File: src/rtl/bsg_cgol_pkg.sv
// Shared types and helpers for the Game-of-Life sequence controller.
//   state_e     : controller FSM states (idle, running, inter-generation gap, result held)
//   mode_e      : latched game mode (free-run or single-step)
//   safe_clog2  : ceil(log2(x)) that never returns less than 1, for sizing counters
package bsg_cgol_pkg;

    typedef enum logic [1:0] {
        ST_IDLE,
        ST_RUN,
        ST_GAP,
        ST_DONE
    } state_e;

    typedef enum logic {
        MODE_FREE_RUN,
        MODE_STEP
    } mode_e;

    function automatic int safe_clog2(input int x);
        return (x <= 1) ? 1 : $clog2(x);
    endfunction

endpackage

File: src/rtl/bsg_cgol_frame_counter.sv
// Generation bookkeeping for one game: remaining generations, generations applied,
// and the idle-cycle counter used between generation pulses.
// Ports:
//   i_clk, i_rst_n  : clock, asynchronous active-low reset
//   i_load          : start of game; load i_frames, clear applied count
//   i_frames        : requested generation count
//   i_fire          : one generation applied this cycle
//   i_gap_tick      : one unpaused gap cycle elapsed
//   o_frames_done   : generations applied so far
//   o_last_frame    : the next fire consumes the final remaining generation
//   o_gap_last      : the current gap tick is the final one
module bsg_cgol_frame_counter
    import bsg_cgol_pkg::*;
#(
    parameter int len_width_p  = 11,
    parameter int gap_cycles_p = 0
) (
    input  logic                   i_clk,
    input  logic                   i_rst_n,
    input  logic                   i_load,
    input  logic [len_width_p-1:0] i_frames,
    input  logic                   i_fire,
    input  logic                   i_gap_tick,
    output logic [len_width_p-1:0] o_frames_done,
    output logic                   o_last_frame,
    output logic                   o_gap_last
);

    localparam int gap_width_lp = safe_clog2(gap_cycles_p + 1);
    // With no gap configured the gap counter is never ticked; the compare value is moot.
    localparam int gap_last_lp  = (gap_cycles_p > 0) ? gap_cycles_p - 1 : 0;

    logic [len_width_p-1:0]  r_remaining;
    logic [len_width_p-1:0]  r_done;
    logic [gap_width_lp-1:0] r_gap;

    always_ff @(posedge i_clk or negedge i_rst_n) begin
        if (!i_rst_n) begin
            r_remaining <= '0;
            r_done      <= '0;
            r_gap       <= '0;
        end else if (i_load) begin
            r_remaining <= i_frames;
            r_done      <= '0;
            r_gap       <= '0;
        end else if (i_fire) begin
            r_remaining <= r_remaining - len_width_p'(1);
            r_done      <= r_done + len_width_p'(1);
            r_gap       <= '0;
        end else if (i_gap_tick) begin
            r_gap <= o_gap_last ? '0 : r_gap + gap_width_lp'(1);
        end
    end

    assign o_frames_done = r_done;
    assign o_last_frame  = (r_remaining == len_width_p'(1));
    assign o_gap_last    = (r_gap == gap_width_lp'(gap_last_lp));

endmodule

File: src/rtl/bsg_cgol_seq_ctrl.sv
// Sequencing controller for a Game-of-Life cell array: accepts a game request,
// loads the board, then issues generation pulses (free-running with optional
// spacing, or one per step request) until the requested count is reached, the
// array reports stability, or the game is aborted. The result is held until consumed.
// Ports:
//   clk_i, reset_ni : clock, asynchronous active-low reset
//   en_i            : global enable; low freezes all state and gates ready_o/en_o/update_o
//   frames_i, step_mode_i, v_i / ready_o : game request handshake
//   step_i          : single-step advance (step mode, RUN only)
//   pause_i         : hold generation in free-run
//   abort_i         : cancel the current game without a result
//   stable_i        : cell array did not change on its last generation
//   v_o, frames_done_o / yumi_i : result handshake
//   update_o        : load input board into cell array
//   en_o            : advance cell array one generation
module bsg_cgol_seq_ctrl
    import bsg_cgol_pkg::*;
#(
    parameter  int max_game_length_p = 1024,
    parameter  int gap_cycles_p      = 0,
    localparam int game_len_width_lp = safe_clog2(max_game_length_p + 1)
) (
    input  logic                         clk_i,
    input  logic                         reset_ni,
    input  logic                         en_i,
    input  logic [game_len_width_lp-1:0] frames_i,
    input  logic                         step_mode_i,
    input  logic                         v_i,
    output logic                         ready_o,
    input  logic                         step_i,
    input  logic                         pause_i,
    input  logic                         abort_i,
    input  logic                         stable_i,
    input  logic                         yumi_i,
    output logic                         v_o,
    output logic [game_len_width_lp-1:0] frames_done_o,
    output logic                         update_o,
    output logic                         en_o
);

    state_e r_state;
    mode_e  r_mode;

    logic w_free_paused;
    logic w_fire;
    logic w_gap_tick;
    logic w_last_frame;
    logic w_gap_last;

    // reset_ni gates ready_o so it stays low during reset even though the
    // state already reads IDLE, and rises as soon as reset is released.
    assign ready_o       = reset_ni & en_i & (r_state == ST_IDLE);
    assign update_o      = ready_o & v_i;
    assign v_o           = (r_state == ST_DONE);
    assign w_free_paused = (r_mode == MODE_FREE_RUN) & pause_i;

    // abort and stable both pre-empt a generation pulse in the same cycle.
    assign w_fire     = en_i & (r_state == ST_RUN) & ~abort_i & ~stable_i &
                        ((r_mode == MODE_STEP) ? step_i : ~pause_i);
    assign w_gap_tick = en_i & (r_state == ST_GAP) & ~abort_i & ~stable_i & ~w_free_paused;
    assign en_o       = w_fire;

    bsg_cgol_frame_counter #(
        .len_width_p  (game_len_width_lp),
        .gap_cycles_p (gap_cycles_p)
    ) u_counter (
        .i_clk         (clk_i),
        .i_rst_n       (reset_ni),
        .i_load        (update_o),
        .i_frames      (frames_i),
        .i_fire        (w_fire),
        .i_gap_tick    (w_gap_tick),
        .o_frames_done (frames_done_o),
        .o_last_frame  (w_last_frame),
        .o_gap_last    (w_gap_last)
    );

    always_ff @(posedge clk_i or negedge reset_ni) begin
        if (!reset_ni) begin
            r_state <= ST_IDLE;
            r_mode  <= MODE_FREE_RUN;
        end else if (en_i) begin
            unique case (r_state)
                ST_IDLE: begin
                    if (v_i) begin
                        r_mode  <= step_mode_i ? MODE_STEP : MODE_FREE_RUN;
                        r_state <= (frames_i == '0) ? ST_DONE : ST_RUN;
                    end
                end
                ST_RUN: begin
                    if (abort_i) begin
                        r_state <= ST_IDLE;
                    end else if (stable_i) begin
                        r_state <= ST_DONE;
                    end else if (w_fire) begin
                        if (w_last_frame) begin
                            r_state <= ST_DONE;
                        end else if (gap_cycles_p > 0) begin
                            r_state <= ST_GAP;
                        end
                    end
                end
                ST_GAP: begin
                    if (abort_i) begin
                        r_state <= ST_IDLE;
                    end else if (stable_i) begin
                        r_state <= ST_DONE;
                    end else if (w_gap_tick && w_gap_last) begin
                        r_state <= ST_RUN;
                    end
                end
                ST_DONE: begin
                    if (yumi_i) begin
                        r_state <= ST_IDLE;
                    end
                end
                default: r_state <= ST_IDLE;
            endcase
        end
    end

endmodule

File: config.mk
export PLATFORM = sky130hd
export DESIGN_NAME = bsg_cgol_seq_ctrl
export DESIGN_NICKNAME = d
export VERILOG_FILES = /design/src/rtl/bsg_cgol_pkg.sv /design/src/rtl/bsg_cgol_frame_counter.sv /design/src/rtl/bsg_cgol_seq_ctrl.sv
export SDC_FILE = /design/constraint.sdc
export NUM_CORES = 1
export LEC_CHECK = 0
export BUFFER_PORTS_ARGS = -buffer_cell sky130_fd_sc_hd__buf_2
export CORE_ASPECT_RATIO = 0.9
export CORE_MARGIN = 2
export CORE_UTILIZATION = 40
export CTS_CLUSTER_DIAMETER = 40
export CTS_CLUSTER_SIZE = 25
export DETAILED_ROUTE_END_ITERATION = 6
export PLACE_DENSITY_LB_ADDON = 0.05
export SLEW_MARGIN = 0
export SYNTH_ARGS = -nofsm -noshare
export SYNTH_HDL_FRONTEND = slang
export SYNTH_SLANG_ARGS = --single-unit
File: constraint.sdc
create_clock -name clk_i -period 2.18 [get_ports clk_i]
set_input_delay 0.218 -clock clk_i [delete_from_list [all_inputs] [get_ports clk_i]]
set_output_delay 0.218 -clock clk_i [all_outputs]
set_load 0.005 [all_outputs]
==> flow_summary.ini, run 1 <==
[status]
outcome = completed

[worst_setup_path]
rr_startpoint = r_state[1]
worstPathMaxFanout = 11
worstPathArrival_ps = 1750
critPathRequiredTime_ps = 1960
end_kind = output pin
critPathKind = reg -> out
reg2reg_to = u_counter.o_frames_done[10]
worst-r2r-cell-count = 6
rrSetupSlack_ps = 330
start_kind = flop

[finish]
n_antenna_cell = 0
drive_above_1_share = 0.263
seqCellArea_um2 = 626
nFillCells = 391
finalNetCount = 230
postLayoutCoreUtil = 0.489
area_delta_synth_final_pct = 19.6
multiInputGateArea_um2 = 793

[global_route]
gr-total-overflow = 0
grt_pass1_wl_um = 5940
grt_pass1_vias = 1225
grt_usage = 0.191
grt_max_degree = 27
antenna_found_initial = 0

[pwr]
p_int_uw = 994
power.switching_uw = 650
seqPwrFrac = 0.468
combPwrFrac = 0.359
vdd_drop_max_mv = 0.463
switching_share = 0.395
power_leakage_nw = 0.856
p_per_area_mw_per_mm2 = 921
clkPwrFrac = 0.173

[drt]
wl_met2_um = 1750
drt_iter0_markers = 62
wl_met3_um = 156
wl_per_cell_um = 14.6
postRouteAntennaNets = 0
vias = 1350
drc = 0
highest_layer = met4
drt-total-wl_um = 3670
drtPass1Iterations = 4
drt-met1-wl_um = 1740
avgViaCountPerCell = 5.38

[floorplan]
fp.dieH_um = 62.0
die_width_um = 68.4
start_util = 0.409
dieArea_mm2 = 0.00424
placementRows = 21
io-pin-count = 36
coreArea_mm2 = 0.00365

[clock_network]
numCtsBuffers = 3
clkTransAtPathRegs_ps = 100
root_buffer = clkbuf_8
htree_levels = 1
clk_latency_ps = 270
cts_max_path_buffers = 2
cts_num_sinks = 25
cts_tree = done
ctsResizeCount = 0

[place]
dp_hpwl_um = 2740
gp_congestion = 0.822
port_buffers = 35

[logic_synthesis]
avgSynthCellArea_um2 = 9.05
ys_seq_area_frac = 0.419
synth_top_area_share = 0.419
synth_area_mm2 = 0.00149
yosys_warnings = 0
ys_types = 40
yosys.area.top_type = dfrtp_1
synthCells = 165
netlist_top_cells_area = dfrtp_1 42%, nand2_1 5.0%, nor2_1 4.3%
synth_fp_nets = 189
ys_ff_latch = 25

[sta]
slew_headroom = 0.668
worst_pin_slew_ps = 495
min_period_over_period = 0.905
setup-tns-final_ps = 0
fmax_mhz = 507
hold_viol = 0
rsz0062_at_grt = no
period_needed_ps = 1970
whs_ps = 175
slew_violations = 0
setup_viol = 0
finClkSkew_ps = 9.10

[hold_path]
worstHoldPathType = in -> reg
hold_depth = 3
holdPathEnd = u_counter.r_remaining[4]
min_from = frames_i[4]

[job]
drv_cap = 0
==> cell usage in the layout (no fill, tap or decap), types with 2 or more instances in the layout <==
| cell | instances |
|---|---|
| a21oi_1 | 8 |
| dfrtp_1 | 25 |
| o211ai_1 | 2 |
| ha_1 | 3 |
| and2_1 | 2 |
| buf_2 | 35 |
| o21ai_0 | 7 |
| a221o_1 | 2 |
| clkbuf_8 | 3 |
| nand2_1 | 20 |
| o311ai_1 | 2 |
| and3_1 | 2 |
| buf_4 | 6 |
| nor2_1 | 17 |
| or3_1 | 2 |
| nor4_1 | 5 |
| xor2_1 | 4 |
| inv_1 | 8 |
| nand2b_1 | 3 |
| xnor2_1 | 7 |
| a32oi_1 | 2 |
| nand3_1 | 12 |
| nor3_1 | 7 |
| nand4_1 | 3 |
==> power by group through the flow <==
stage / combinational (mW) / clock, mW / sequential, mW
after floorplan: 0.453 / 0 / 0.714
after global placement: 0.577 / 0 / 0.767
after detailed placement: 0.591 / 0 / 0.775
after CTS: 0.594 / 0.302 / 0.767
after global routing: 0.670 / 0.320 / 0.797
final: 0.589 / 0.285 / 0.769
==> synth_stat cells <==
library cell,instances
nand2b_1,3
o21ai_0,7
nand3_1,12
dfrtp_1,25
nor2b_1,1
and3_1,2
buf_4,3
nor2_1,17
ha_1,3
and4_1,1
or3_1,2
nand4_2,1
buf_6,1
nand4b_1,1
nor2_2,1
inv_1,8
a32oi_1,2
nor4_1,5
or2_2,1
nor3_1,7
nand4_1,3
o311ai_1,2
nor4_4,1
nand2_1,20
and2_1,2
a221oi_1,1
nor3b_2,1
a221o_1,2
nor4b_4,1
mux2_2,1
o211ai_1,2
mux2i_1,1
xor2_1,4
o31ai_1,1
a22o_1,1
buf_2,2
nor4_2,1
a21oi_1,8
o21ai_2,1
xnor2_1,7
==> sequential cells by signal (all words and copies together) (netlist names) <==
name,cells
u_counter.r_remaining,11
u_counter.o_frames_done,11
r_state,2
r_mode,1
==> worst max-delay path by stage <==
| stage | start | end |
|---|---|---|
| after floorplan | r_state[0] | update_o |
| after global placement | r_state[1] | u_counter.o_frames_done[10] |
| after detailed placement | r_state[0] | u_counter.o_frames_done[10] |
| after CTS | r_state[1] | en_o |
| after global routing | r_state[1] | en_o |
| final | r_state[1] | en_o |
==> kinds of logic after synthesis <==
logic type               Yosys count  share of synthesized area
AND/OR/NAND/NOR                   83                      0.308
AO/OA/AOI/OAI                     27                      0.120
adder cells (fa/ha/maj)            3                     0.0251
XOR/XNOR                          11                     0.0645
flip-flops                        25                      0.419
buffers and inverters             14                     0.0495
multiplexers                       2                     0.0142
==> metrics by stage <==
step | worst slack, ps | power [mW] | area, um^2 | instances
floorplan | 549 | 1.17 | 1490 | 165
global placement | 378 | 1.34 | 1730 | 246
detailed placement | 333 | 1.37 | 1730 | 246
CTS | 204 | 1.66 | 1790 | 251
global route | 94.2 | 1.79 | 1790 | 251
finish | 207 | 1.64 | 1790 | 251
==> metal layers <==
layer  track usage  vias to the layer above
li1              -                      666
met5             0                        -
met2         0.309                       34
met1         0.263                      648
met4        0.0429                        0
met3        0.0432                        2
==> layout make-up <==
cell class / instances / area share
Inverter: 8 / 0.0168
Clock inverter: 1 / 0.00420
Timing Repair Buffer: 42 / 0.129
Sequential cell: 25 / 0.350
Clock buffer: 3 / 0.0231
Multi-Input combinational cell: 126 / 0.444
Tap cell: 46 / 0.0322
==> critical path, stage by stage (launching register included) <==
cell and delay (ps):
dfrtp_1 500, nor4b_4 380, nand4_2 180, inv_1 120, buf_4 180, buf_2 130
==> repair_timing <==
item | 4_1_cts | 5_1_grt
hold buffers | 1 | 0
buffers inserted | 0 | 0
endpoints found under the hold margin | 15 | 0
Power figures use the tool's default switching activity.
==> run 2: changes to the inputs <==
--- a/config.mk
+++ b/config.mk
@@ -6,7 +6,6 @@
 export NUM_CORES = 1
 export LEC_CHECK = 0
-export BUFFER_PORTS_ARGS = -buffer_cell sky130_fd_sc_hd__buf_2
+export BUFFER_PORTS_ARGS = -buffer_cell sky130_fd_sc_hd__buf_4
 export CORE_ASPECT_RATIO = 0.9
-export CORE_MARGIN = 2
 export CORE_UTILIZATION = 40
 export CTS_CLUSTER_DIAMETER = 40
==> constraint.sdc (replaced) <==
create_clock -name clk_i -period 2.18 [get_ports clk_i]
set_input_delay 0.218 -clock clk_i [delete_from_list [all_inputs] [get_ports clk_i]]
set_output_delay 0.218 -clock clk_i [all_outputs]
set_load 0.1 [all_outputs]
==> flow_summary.ini, run 2 (synthesized netlist as in run 1, its figures left out) <==
[status]
outcome = completed

[drt]
drt-total-wl_um = 3530
vias = 1342
drtPass1Iterations = 4
postRouteAntennaNets = 0
drc = 0
avgViaCountPerCell = 5.43
wl_per_cell_um = 14.3
drt_iter0_markers = 94

[clock_network]
cts_max_path_buffers = 2
cts_tree = done
clk_latency_ps = 270
numCtsBuffers = 3
root_buffer = clkbuf_8
clkTransAtPathRegs_ps = 90
cts_num_sinks = 25
htree_levels = 1

[worst_setup_path]
cp_slowest_cell = dfrtp_1
crit_start = r_state[1]
end_kind = output pin
worstPathMaxFanout = 12
critPathKind = reg -> out
worstPathArrival_ps = 1790
start_kind = flop
cpPeakStageDelay_ps = 480
critPathRequiredTime_ps = 1960
path_cells = nor4b_4 -> nand4_2 -> clkinvlp_4 -> buf_4
rr_startpoint = u_counter.r_remaining[5]

[place]
placed_cell_area_mm2 = 0.00180
gp_congestion = 0.792
port_buffers = 35
dp_hpwl_um = 2650
post-place-ws_ps = 243

[job]
drv_cap = 0

[sta]
rsz0062_at_grt = no
min_period_over_period = 0.921
slew_violations = 0
slew_headroom = 0.697
setup_viol = 0
worst_pin_slew_ps = 451
setup-tns-final_ps = 0
fmax_mhz = 498
hold_viol = 0
period_needed_ps = 2010
setup_ws_ps = 173
finClkSkew_ps = 7.39

[pwr]
p_per_area_mw_per_mm2 = 986
vdd_drop_max_mv = 0.565
power_leakage_nw = 0.854

[finish]
seqCellArea_um2 = 626
fin_area_mm2 = 0.00186
n_antenna_cell = 0
layout_common_cells = 39 x buf_4, 25 x dfrtp_1, 20 x nand2_1
multiInputGateArea_um2 = 793
nFillCells = 342
drive_above_1_share = 0.256
area_delta_synth_final_pct = 24.3
finalNetCount = 228
final_common_cell = buf_4
postLayoutCoreUtil = 0.533

[floorplan]
placementRows = 20
fp.dieH_um = 60.0
coreArea_mm2 = 0.00348
io-pin-count = 36
dieArea_mm2 = 0.00398
die_width_um = 66.4
start_util = 0.429

[global_route]
gr-total-overflow = 0
grt_usage = 0.204
grt_pass1_wl_um = 6030
antenna_found_initial = 0
grt_max_degree = 27
grt_pass1_vias = 1291

[hold_path]
min_from = frames_i[5]
worstHoldPathType = in -> reg
## run 2: cell count changes in the layout (fill, tap and decap cells not counted)
cell      previous run  this run
inv_1                8         7
buf_2               35         0
clkbuf_1             0         1
buf_4                6        39
## run 2: final timing paths
path	endpoint	slack, ps	depth (start not counted)
max	en_o	170	4
min	u_counter.r_remaining[5]	160	3
max reg2reg	r_state[0]	220	5
min reg2reg	u_counter.r_remaining[9]	520	1
max in group asynchronous	r_mode	1410	3
min in group asynchronous	u_counter.r_remaining[7]	510	3
## run 2: cell type report
class,count,area share
multi-input combinational,126,0.428
sequential,25,0.337
tap,44,0.0297
inverter,8,0.0182
clock buffer,4,0.0243
timing repair buffer,40,0.163
## run 2: per-layer routing
| layer | part of all wire | track usage |
|---|---|---|
| met1 | 0.48 | 0.283 |
| met2 | 0.47 | 0.325 |
| met3 | 0.042 | 0.0477 |
| met4 | 0.0071 | 0.0456 |
| met5 | 0 | 0 |
## run 2: metrics by stage
step / hold WS, ps / std cells / power [mW]
2_1_floorplan: -77.6 / 165 / 1.36
3_3_place_gp: 267 / 242 / 1.54
3_5_place_dp: 265 / 242 / 1.57
4_1_cts: 164 / 247 / 1.84
5_1_grt: 169 / 247 / 1.97
6_report: 165 / 247 / 1.83
## run 2: where the power goes
part | internal, mW | switching, mW
logic | 0.291 | 0.503
clock network | 0.131 | 0.140
registers | 0.596 | 0.170
total | 1.02 | 0.812
## run 2: repair_timing
action	4_1_cts	5_1_grt
setup endpoints to repair	0	1
hold endpoints to repair	25	0
setup buffers	0	0
gates resized for setup	0	1
hold buffers	1	0
## run 2: worst max-delay path: cells and delay by family (launching register included)
kind / cells / cell delay, ps
buffers and inverters: 2 / 540
flip-flops: 1 / 480
AND/OR/NAND/NOR: 2 / 510
